<file path="src/rtl/mesi_types.sv">
// ---------------------------------------------------------------------------
// mesi_types
// Shared types for the MESI snooping bus.
//   bus_request : command a cache puts on (or receives from) the bus
//   cache_state : per-line MESI state held by each cache_mem
//   is_bus_req  : true only for the three real bus commands
// ---------------------------------------------------------------------------
package mesi_types;

    localparam int BUS_REQ_W = 2;

    typedef enum logic [BUS_REQ_W-1:0] {
        No_OP   = 2'd0,
        BusRd   = 2'd1,
        BusRdX  = 2'd2,
        BusUpgr = 2'd3
    } bus_request;

    typedef enum logic [1:0] {
        Invalid   = 2'd0,
        Shared    = 2'd1,
        Exclusive = 2'd2,
        Modified  = 2'd3
    } cache_state;

    // Anything that is not a recognised command (including X/Z from an
    // unconnected core) falls into the default arm and counts as no request.
    function automatic logic is_bus_req(input logic [BUS_REQ_W-1:0] cmd);
        case (cmd)
            BusRd, BusRdX, BusUpgr: return 1'b1;
            default:                return 1'b0;
        endcase
    endfunction

endpackage

</file>
<file path="src/rtl/mesi_rr_picker.sv">
// ---------------------------------------------------------------------------
// mesi_rr_picker
// Combinational one-hot pick from a request vector, searching upward from a
// starting core and wrapping around. With ptr tied to zero it degenerates
// into fixed priority (lowest index wins).
//   req_vec : one bit per core, 1 = core is requesting the bus
//   ptr     : core index where the search starts
//   pick    : one-hot winner, all zero when nobody requests
// ---------------------------------------------------------------------------
module mesi_rr_picker #(
    parameter int N_CORES = 2,
    parameter int PTR_W   = 1
) (
    input  logic [N_CORES-1:0] req_vec,
    input  logic [PTR_W-1:0]   ptr,
    output logic [N_CORES-1:0] pick
);

    // Walk the cores starting at ptr; the first requester found wins.
    // The modulo keeps out-of-range pointer values inside the core range.
    always_comb begin
        logic found;
        pick  = '0;
        found = 1'b0;
        for (int i = 0; i < N_CORES; i++) begin
            if (!found && req_vec[(int'(ptr) + i) % N_CORES]) begin
                pick[(int'(ptr) + i) % N_CORES] = 1'b1;
                found = 1'b1;
            end
        end
    end

endmodule

</file>
<file path="src/rtl/mesi_bus_arbiter.sv">
// ---------------------------------------------------------------------------
// mesi_bus_arbiter
// Serialises bus transactions from N_CORES MESI caches: picks one requester,
// broadcasts its command for snooping, performs an optional writeback of a
// dirty copy, a memory read for BusRd/BusRdX, and pulses done to the owner.
//
// Parameters: N_CORES (2..4), ADDR_W, MEM_LAT (1..15 memory cycles)
// Ports:
//   clk, rst        clock; asynchronous active-low reset
//   req_cmd         per-core bus_request, packed core0 in the low bits
//   req_addr        per-core address, packed core0 in the low bits
//   snoop_hit       per-core: holds the broadcast line (S/E/M)
//   snoop_dirty     per-core: holds the broadcast line in M
//   bus_cmd/addr    broadcast to every cache, non-zero only in BCAST
//   grant           one-hot transaction owner, zero in IDLE
//   done            one-cycle completion pulse to the owner
//   exclusive       with done: 1 = no other core held the line
//   mem_rd          high during each memory-read cycle
//   mem_wr          one-cycle writeback strobe
//   mem_addr        latched transaction address
//
// Build option: define MESI_BUS_RR_EN for round-robin arbitration; otherwise
// fixed priority with the lowest core index winning and no pointer register.
// ---------------------------------------------------------------------------
module mesi_bus_arbiter
    import mesi_types::*;
#(
    parameter int N_CORES = 2,
    parameter int ADDR_W  = 8,
    parameter int MEM_LAT = 2
) (
    input  logic                          clk,
    input  logic                          rst,
    input  logic [N_CORES*BUS_REQ_W-1:0]  req_cmd,
    input  logic [N_CORES*ADDR_W-1:0]     req_addr,
    input  logic [N_CORES-1:0]            snoop_hit,
    input  logic [N_CORES-1:0]            snoop_dirty,
    output logic [BUS_REQ_W-1:0]          bus_cmd,
    output logic [ADDR_W-1:0]             bus_addr,
    output logic [N_CORES-1:0]            grant,
    output logic [N_CORES-1:0]            done,
    output logic [N_CORES-1:0]            exclusive,
    output logic                          mem_rd,
    output logic                          mem_wr,
    output logic [ADDR_W-1:0]             mem_addr
);

    localparam int PTR_W = $clog2(N_CORES);

    typedef enum logic [2:0] {
        S_IDLE,
        S_BCAST,
        S_FLUSH,
        S_MEM,
        S_DONE
    } arb_state_e;

    arb_state_e               state_q, state_d;
    logic [BUS_REQ_W-1:0]     cmd_q, cmd_d;
    logic [ADDR_W-1:0]        mem_addr_q, mem_addr_d;
    logic [N_CORES-1:0]       grant_q, grant_d;
    logic [N_CORES-1:0]       done_q, done_d;
    logic [N_CORES-1:0]       excl_q, excl_d;
    logic                     mem_rd_q, mem_rd_d;
    logic                     mem_wr_q, mem_wr_d;
    logic [BUS_REQ_W-1:0]     bus_cmd_q, bus_cmd_d;
    logic [ADDR_W-1:0]        bus_addr_q, bus_addr_d;
    logic                     shared_q, shared_d;
    logic                     dirty_q, dirty_d;
    logic [3:0]               cnt_q, cnt_d;

    logic [N_CORES-1:0]       req_vec;
    logic [N_CORES-1:0]       pick;
    logic [PTR_W-1:0]         pick_ptr;
    logic [BUS_REQ_W-1:0]     sel_cmd;
    logic [ADDR_W-1:0]        sel_addr;

`ifdef MESI_BUS_RR_EN
    logic [PTR_W-1:0]         ptr_q, ptr_d;
    logic [PTR_W-1:0]         owner_idx;
    assign pick_ptr = ptr_q;
`else
    assign pick_ptr = '0;
`endif

    // Decode each core's command into a plain request bit and select the
    // winner's command and address for latching.
    always_comb begin
        req_vec  = '0;
        sel_cmd  = No_OP;
        sel_addr = '0;
        for (int i = 0; i < N_CORES; i++) begin
            req_vec[i] = is_bus_req(req_cmd[i*BUS_REQ_W +: BUS_REQ_W]);
            if (pick[i]) begin
                sel_cmd  = req_cmd[i*BUS_REQ_W +: BUS_REQ_W];
                sel_addr = req_addr[i*ADDR_W +: ADDR_W];
            end
        end
    end

    mesi_rr_picker #(
        .N_CORES (N_CORES),
        .PTR_W   (PTR_W)
    ) u_picker (
        .req_vec (req_vec),
        .ptr     (pick_ptr),
        .pick    (pick)
    );

`ifdef MESI_BUS_RR_EN
    // Index of the current owner, used to move the round-robin pointer on.
    always_comb begin
        owner_idx = '0;
        for (int i = 0; i < N_CORES; i++) begin
            if (grant_q[i]) owner_idx = PTR_W'(i);
        end
    end
`endif

    // Next-state and next-output logic. Outputs are computed for the state
    // being entered so that every output comes straight from a flop.
    always_comb begin
        state_d    = state_q;
        cmd_d      = cmd_q;
        mem_addr_d = mem_addr_q;
        grant_d    = grant_q;
        shared_d   = shared_q;
        dirty_d    = dirty_q;
        cnt_d      = cnt_q;
        done_d     = '0;
        excl_d     = '0;
        mem_rd_d   = 1'b0;
        mem_wr_d   = 1'b0;
        bus_cmd_d  = No_OP;
        bus_addr_d = '0;
`ifdef MESI_BUS_RR_EN
        ptr_d      = ptr_q;
`endif
        case (state_q)
            S_IDLE: begin
                if (|req_vec) begin
                    state_d    = S_BCAST;
                    grant_d    = pick;
                    cmd_d      = sel_cmd;
                    mem_addr_d = sel_addr;
                    bus_cmd_d  = sel_cmd;
                    bus_addr_d = sel_addr;
                end
            end
            S_BCAST: begin
                // The owner's own snoop response must not count as sharing.
                shared_d = |(snoop_hit & ~grant_q);
                dirty_d  = |(snoop_dirty & ~grant_q);
                if (dirty_d) begin
                    state_d  = S_FLUSH;
                    mem_wr_d = 1'b1;
                end else if (cmd_q != BusUpgr) begin
                    state_d  = S_MEM;
                    cnt_d    = 4'(MEM_LAT - 1);
                    mem_rd_d = 1'b1;
                end else begin
                    state_d = S_DONE;
                    done_d  = grant_q;
                    excl_d  = grant_q;
                end
            end
            S_FLUSH: begin
                if (cmd_q != BusUpgr) begin
                    state_d  = S_MEM;
                    cnt_d    = 4'(MEM_LAT - 1);
                    mem_rd_d = 1'b1;
                end else begin
                    state_d = S_DONE;
                    done_d  = grant_q;
                    excl_d  = grant_q;
                end
            end
            S_MEM: begin
                if (cnt_q == 4'd0) begin
                    state_d = S_DONE;
                    done_d  = grant_q;
                    excl_d  = (cmd_q == BusRd && shared_q) ? '0 : grant_q;
                end else begin
                    cnt_d    = cnt_q - 4'd1;
                    mem_rd_d = 1'b1;
                end
            end
            S_DONE: begin
                state_d = S_IDLE;
                grant_d = '0;
`ifdef MESI_BUS_RR_EN
                ptr_d = (owner_idx == PTR_W'(N_CORES - 1)) ? '0 : owner_idx + 1'b1;
`endif
            end
            default: begin
                state_d = S_IDLE;
                grant_d = '0;
            end
        endcase
    end

    // Single state register for the FSM and all of its registered outputs.
    // Reset drops any transaction in flight without a done pulse.
    always_ff @(posedge clk or negedge rst) begin
        if (!rst) begin
            state_q    <= S_IDLE;
            cmd_q      <= No_OP;
            mem_addr_q <= '0;
            grant_q    <= '0;
            done_q     <= '0;
            excl_q     <= '0;
            mem_rd_q   <= 1'b0;
            mem_wr_q   <= 1'b0;
            bus_cmd_q  <= No_OP;
            bus_addr_q <= '0;
            shared_q   <= 1'b0;
            dirty_q    <= 1'b0;
            cnt_q      <= 4'd0;
`ifdef MESI_BUS_RR_EN
            ptr_q      <= '0;
`endif
        end else begin
            state_q    <= state_d;
            cmd_q      <= cmd_d;
            mem_addr_q <= mem_addr_d;
            grant_q    <= grant_d;
            done_q     <= done_d;
            excl_q     <= excl_d;
            mem_rd_q   <= mem_rd_d;
            mem_wr_q   <= mem_wr_d;
            bus_cmd_q  <= bus_cmd_d;
            bus_addr_q <= bus_addr_d;
            shared_q   <= shared_d;
            dirty_q    <= dirty_d;
            cnt_q      <= cnt_d;
`ifdef MESI_BUS_RR_EN
            ptr_q      <= ptr_d;
`endif
        end
    end

    assign bus_cmd   = bus_cmd_q;
    assign bus_addr  = bus_addr_q;
    assign grant     = grant_q;
    assign done      = done_q;
    assign exclusive = excl_q;
    assign mem_rd    = mem_rd_q;
    assign mem_wr    = mem_wr_q;
    assign mem_addr  = mem_addr_q;

endmodule

</file>
<file path="config.mk">
export PLATFORM = sky130hd
export DESIGN_NAME = mesi_bus_arbiter
export DESIGN_NICKNAME = d
export VERILOG_FILES = /design/src/rtl/mesi_types.sv /design/src/rtl/mesi_rr_picker.sv /design/src/rtl/mesi_bus_arbiter.sv
export SDC_FILE = /design/constraint.sdc
export NUM_CORES = 1
export LEC_CHECK = 0
export CAP_MARGIN = 10
export CORE_MARGIN = 2
export CORE_UTILIZATION = 45
export CTS_CLUSTER_DIAMETER = 150
export CTS_CLUSTER_SIZE = 12
export DETAILED_ROUTE_END_ITERATION = 8
export PLACE_DENSITY = 0.77
export SETUP_SLACK_MARGIN = 0.4
export SLEW_MARGIN = 20
export SYNTH_ARGS = -nofsm -noshare
export SYNTH_HDL_FRONTEND = slang
export SYNTH_SLANG_ARGS = --single-unit
export TNS_END_PERCENT = 20
</file>
<file path="constraint.sdc">
create_clock -name clk -period 2.7 [get_ports clk]
set_clock_uncertainty 0.05 [all_clocks]
set_input_delay 0.27 -clock clk [delete_from_list [all_inputs] [get_ports clk]]
set_output_delay 0.27 -clock clk [all_outputs]
set_load 0.01 [all_outputs]
</file>
==> results by group <==
Place
  – Global placement routability congestion: 0.8319
  – Final HPWL DP: approximately 2.7 mm
  – DP Worst Slack: 0.2965 ns
  – Port Buffers: just over 50
  – Placed cells: about 250

Global route
  – Grt ovf: 0
  – Largest net degree at the start of global routing: 37
  – GRT Util Overall: a little under 20%
  – Vias in the first global route: ~1400
  – First-pass GRT wire length: 6.327 mm
  – Initial antenna violation count: 0

Worst setup path
  – R2R setup slack: 0.99 ns
  – Crit path launch type: input port
  – WS Path Type: in -> reg
  – Cells on worst reg2reg path: 2
  – Crit path max fanout: 20
  – Worst path cell trace: clkdlybuf4s50_1 > inv_1 > ha_1 > nor4_2 > or4_4 > nor2_4 > a21o_1
  – Slowest stage delay, CP: 0.50 ns
  – Worst R2R End: cmd_q[1]
  – CP Capture Type: register
  – Slowest CP cell: clkdlybuf4s50_1
  – CP startpoint: req_cmd[0]
  – Crit path required time: ~2.8 ns
  – Delay-heaviest family, CP: simple AND/OR/NAND/NOR gates
  – Worst r2r src: state_q[0]
  – CP bufs+invs: 2
  – Critical path arrival: around 2.2 ns

Clock tree
  – Clock root buffer: clkbuf_8
  – Clock buffer depth: 2
  – CTS Buf Count: 5
  – CTS Hold Bufs: 0
  – Post-CTS setup buffer count: 0
  – H-tree Lvls: 2
  – Clock Sinks: 36
  – CTS tree: built
  – Worst skew pair latency: slightly below 0.3 ns
  – Reg clk slew, reported paths: roughly 0.07 ns
  – Post-CTS sizing: 0

Yosys
  – Synth area leader: dfrtp_1
  – Post-synth cell types: 39
  – Syn. warnings: 0
  – Yosys top cell area share: 52.94%
  – Syn Area/Cell: between 10 and 15 um2
  – Ranking of synthesized cells by area: dfrtp_1 53%, nor2_4 6.6%, a21o_1 4.4%
  – #FFs+latches synth: 36
  – Syn Nets: about 180
  – Register area share after synthesis: a little over half
  – Syn Std Cell Area: 1702 um2
  – Synth Instances: roughly 150

Drt
  – DR WL met3: approximately 160 um
  – DR WL/cell: 14.31 um
  – Vias: roughly 1300
  – Met1 wire length: between 1 and 1.5 mm
  – Top routing layer used: met4
  – Iter 0 DRT Violations: 75
  – DR pass1 iterations: 4
  – # DRC: 0
  – Final wirelength: 3.650 mm
  – Post-route ant nets: 0
  – Vias per cell: just over 5
  – Metal2 WL: between 1.5 and 2 mm

Die
  – Initial core utilization: between 40% and 50%
  – Num rows: 22
  – Die area: around 4300 um2
  – Ports: 52
  – Core Box Area: between 3000 and 4000 um2
  – Chip width: 65.50 um
  – Die H: 65.50 um

STA
  – FMAX: around 0.48 GHz
  – Worst-Margin Slew: ~0.46 ns
  – Final setup violation count: 0
  – TNS Setup: 0 ns
  – Tcrit/Tclk final: between 70% and 80%
  – Slew Limit Fails: 0
  – Final setup margin: slightly below 0.6 ns
  – Slew margin rel.: 69.56%
  – Unrepaired setup endpoints after global routing: no
  – Final Hold Fails: 0
  – Final min period: 2.104 ns

Min path
  – Hold Path Class: in -> async

Finish
  – Area grow syn2layout: 38.75%
  – Antenna Cells: 0
  – # nets final: approximately 240
  – Final Util: between 60% and 70%
  – Non-filler instance count after layout: between 200 and 300
  – Share of layout cells above drive strength 1: between 10% and 20%
  – FILL cells: approximately 280

Outcome
  – Run status: finished, final reports clean

Run
  – Total of max-cap violations: 0

Power
  – PD cells: 985.5 nW/um2
  – Leakage Power: about 0.0010 uW
  – Worst vdd ir: 0.5934 mV
  – PnR Total Power: around 2300 uW
## how the worst max path moves through the flow
stage                       end  slack, ns  depth (start not counted)
floorplan              cmd_q[0]       1.02                          7
global placement       cmd_q[1]       0.37                          7
detailed placement  mem_addr[4]       0.30                          7
CTS                 mem_addr[4]       0.58                          7
global route        mem_addr[7]       0.49                          7
finish                 cmd_q[1]       0.60                          7
## through the flow
step	hold slack (ns)	cell area [um2]
after floorplan	-0.07559	1702
after global placement	0.4091	2250
after detailed placement	0.4144	2250
after CTS	0.3563	2361
after global routing	0.3885	2361
final	0.3410	2361
## Yosys cell counts
cell / instances
nor3b_1: 1
mux2_2: 1
a22oi_1: 1
a2bb2oi_1: 1
and3b_1: 1
nand4b_1: 1
or4_4: 1
nand2_1: 2
ha_1: 4
a21o_1: 10
nand3_1: 1
nor4b_1: 1
o21bai_1: 1
and3_1: 1
o22ai_1: 1
a31oi_1: 2
nand4_1: 2
o21ai_0: 2
nand2b_1: 9
a21oi_1: 14
clkbuf_1: 3
nor4_2: 1
nor2_4: 10
o31a_1: 1
o211ai_1: 1
nor4_1: 2
buf_6: 1
nand4bb_1: 1
mux2i_1: 3
nor2_1: 12
or3_1: 2
xnor2_1: 1
nor2b_1: 10
dfrtp_1: 36
buf_2: 3
a211oi_1: 2
nor3_1: 2
o21a_1: 1
inv_1: 4
## layout by cell type (no fill, tap or decap), types with 2 or more instances in the layout
master / instances
a211oi_1: 2
a21o_1: 10
a21oi_1: 14
a31oi_1: 2
buf_4: 2
clkbuf_8: 5
clkdlybuf4s50_1: 51
dfrtp_1: 36
ha_1: 4
inv_1: 4
mux2i_1: 3
nand2_1: 2
nand2b_1: 9
nand4_1: 2
nor2_1: 12
nor2_4: 10
nor2b_1: 10
nor3_1: 2
nor4_1: 2
o21ai_0: 2
or3_1: 2
## sequential cells by signal, summed over array words and instances (netlist names), 2 cells and up
| name | cells |
|---|---|
| grant | 2 |
| cmd_q | 2 |
| cnt_q | 4 |
| state_q | 3 |
| mem_addr | 8 |
| done | 2 |
| bus_cmd | 2 |
| exclusive | 2 |
| bus_addr | 8 |
## worst register-to-register path: stages (launching register included)
cell     delay, ns
dfrtp_1       0.53
or4_4         0.76
a21o_1        0.27
## routing by layer
| layer | vias up | global-route usage [%] |
|---|---|---|
| met5 | - | 0 |
| met4 | 0 | 6.250 |
| met3 | 6 | 4.966 |
| met2 | 36 | 35.20 |
| met1 | 637 | 22.17 |
| li1 | 640 | - |
## cell families (layout without fill, tap and decap cells)
group,after synthesis,count (layout),share of synthesized area (%)
AOI/OAI and AO/OA,37,37,13.90
xor gates and xnor gates,1,1,0.5148
adders and majority gates,4,4,2.941
buffers and inverters,11,65,3.088
DFF,36,36,52.94
muxes,4,4,2.426
and+or+nand+nor,60,60,24.19
## report_power, final
group,switching [uW],total (uW),internal (uW)
sequential,152,875,723
combinational,471,987,517
clock,191,464,273
total,814,2330,1510
## final cells by class
cell class | instances | area, um2 | area share, %
clock inverters | 3 | 42.54 | 1.802
inverters | 4 | 15.01 | 0.6359
well taps | 48 | 60.06 | 2.544
flip-flops and latches | 36 | 900.9 | 38.16
clock buffers | 5 | 68.82 | 2.915
repair buffers | 53 | 525.5 | 22.26
multi-input cells | 106 | 748.2 | 31.69
No activity file was read; power rests on OpenSTA's default activity.
==> patch: new RTL, config.mk and constraints unchanged <==
Re-encode `arb_state_e` (5 states) as one-hot, 5 bits wide.
--- a/src/rtl/mesi_bus_arbiter.sv
+++ b/src/rtl/mesi_bus_arbiter.sv
@@ -48,10 +48,10 @@
     localparam int PTR_W = $clog2(N_CORES);
 
-    typedef enum logic [2:0] {
-        S_IDLE,
-        S_BCAST,
-        S_FLUSH,
-        S_MEM,
-        S_DONE
+    typedef enum logic [4:0] {
+        S_IDLE  = 5'b00001,
+        S_BCAST = 5'b00010,
+        S_FLUSH = 5'b00100,
+        S_MEM   = 5'b01000,
+        S_DONE  = 5'b10000
     } arb_state_e;
 
Formal check against the unedited RTL: same outputs for any inputs over 10 cycles, from zero or initial values and one cycle with rst low; not proved beyond that.
==> patch against the original RTL <==
Synthesized area grew 1.8%. Power grew 1.9%. Sequential power increased by 6.9%. Sequential cell count up 2. Worst setup slack better by 0.040 ns. Combinational power is 5% higher. Cell area barely moved. Routed wire length decreased by 1.5%.
==> patch: results (changes against the original RTL) <==
The run finished with clean final reports. The maximum fanout count along the critical path came out at 22 (+10%). The number of unique standard cell types used by synthesis came out at 41 (+5.1%). The count of cells along the worst register-to-register path was 5 (+3). The non-clock inverter instance count of the final layout came out at 8 (+4). The met3 global-route usage is 5.96% (+1.0 points). The footprint of the multi-input gates was 714 um2 (-4.5%).

The endpoint identified for the worst register-to-register timing path is cnt_q[0]$_DFFE_PN0P_. The post-synthesis sequential area ratio is 54.9% (+2.0 points). The sequential cell area share came out at 40.3% (+2.2 points). The clock distribution area overhead in the final layout is 4.03% (-0.69 points). The placed wire-length estimate after detailed placement is 2670 um (-2.8%).

The arrival time at the worst endpoint came to 2.18 ns (-0.05 ns). The number of nets in the final layout came out at 242 (+2.5%). The area overhead of the layout relative to synthesis is 36.2%.

The violation count after the first detailed-route iteration is 48 (-36%). The instance area after placement came to 0.00226 mm2 (+0.61%). In this run the critical register-to-register path is launched from cnt_q[0]$_DFFE_PN0P_. Sorting the synthesized cells by area gives the leading types as sky130_fd_sc_hd__dfrtp_1, sky130_fd_sc_hd__nor2_1, sky130_fd_sc_hd__nor2b_1. The leakage power summed over all cells was 0.999 nW (-4.0%).

The number of warnings issued by yosys is 0 (unchanged). The first-pass GRT wire length came out at 6070 um (-4.1%). The global routing usage on met1 is 23.3% (+1.1 points). The total number of vias came to 1353 (+2.6%). The number of fill cells in the layout came out at 317 (+13%). The largest net degree at the start of global routing was 39 (+5.4%). The delay contributed by the slowest stage of the critical path came out at 0.52 ns (+0.02 ns). The global routing usage on met2 is 30.7% (-4.5 points).

The overall routed net length came out at 3590 um (-1.5%). The largest individual stage delay along the critical path comes from the cell sky130_fd_sc_hd__clkdlybuf4s50_1. The clock buffer count in the final layout was 6 (+1). The maximum vdd ir drop was 0.581 mV (-2.0%). The worst hold slack after final layout came out at 0.0131 ns (-0.328 ns).

The number of sinks driven by the clock tree is 38 (+5.6%). The TritonCTS buffer count is 5 (unchanged). The multi-input combinational gate total is 109 (+2.8%). The slack of the worst reg-to-reg path is 0.89 ns (-0.10 ns).

The layout cell share with drive strength beyond 1 came out at 12.6% (+1.5 points).
## patch: cell types whose count changed in the layout (fill, tap and decap cells not counted), sizes merged, moves of 4 or more
cell,unedited run,this run
a21o,10,0
a21oi,14,20
inv,4,8
nand2b,9,5
nor2,22,26
## patch: repair_timing
item,in CTS,in global routing
gates resized for setup,0,1
hold buffers,0,0
endpoints found under the setup margin,0,12
## patch: per-stage QoR
stage          util (%)  instances
6_report           64.0        262
5_1_grt            64.0        262
4_1_cts            63.9        262
3_5_place_dp       61.4        254
3_3_place_gp       61.4        254
2_1_floorplan         -        160
## patch: power by group
group	internal [mW]	total [mW]	leakage, nW	switching, mW
sequential	0.778	0.935	0.481	0.157
combinational	0.516	1.04	0.471	0.524
clock	0.205	0.396	0.0472	0.191
## patch: how the worst max path moves through the flow
stage | startpoint | to | slack (ns)
2_1_floorplan | cnt_q[0]$_DFFE_PN0P_ | cnt_q[0]$_DFFE_PN0P_ | 1.03
3_3_place_gp | req_cmd[0] | cmd_q[1]$_DFFE_PN0P_ | 0.19
3_5_place_dp | req_cmd[0] | mem_addr[6]$_DFFE_PN0P_ | 0.10
4_1_cts | req_cmd[0] | mem_addr[3]$_DFFE_PN0P_ | 0.40
5_1_grt | req_cmd[0] | cmd_q[1]$_DFFE_PN0P_ | 0.50
6_report | req_cmd[1] | mem_addr[6]$_DFFE_PN0P_ | 0.64
## patch: cell families after synthesis
| kind of cell | share of synthesized area [%] |
|---|---|
| AND/OR/NAND/NOR | 21.5 |
| AO/OA/AOI/OAI | 15.7 |
| flip-flops | 54.9 |
| buffers and inverters | 3.83 |
| multiplexers | 1.81 |
| adder cells (fa/ha/maj) | 2.17 |
## patch: metal layers
layer	part of all wire, %	wire, um
met1	46	1640
met5	0	0
met2	47	1690
met4	0.95	34
met3	6.3	225
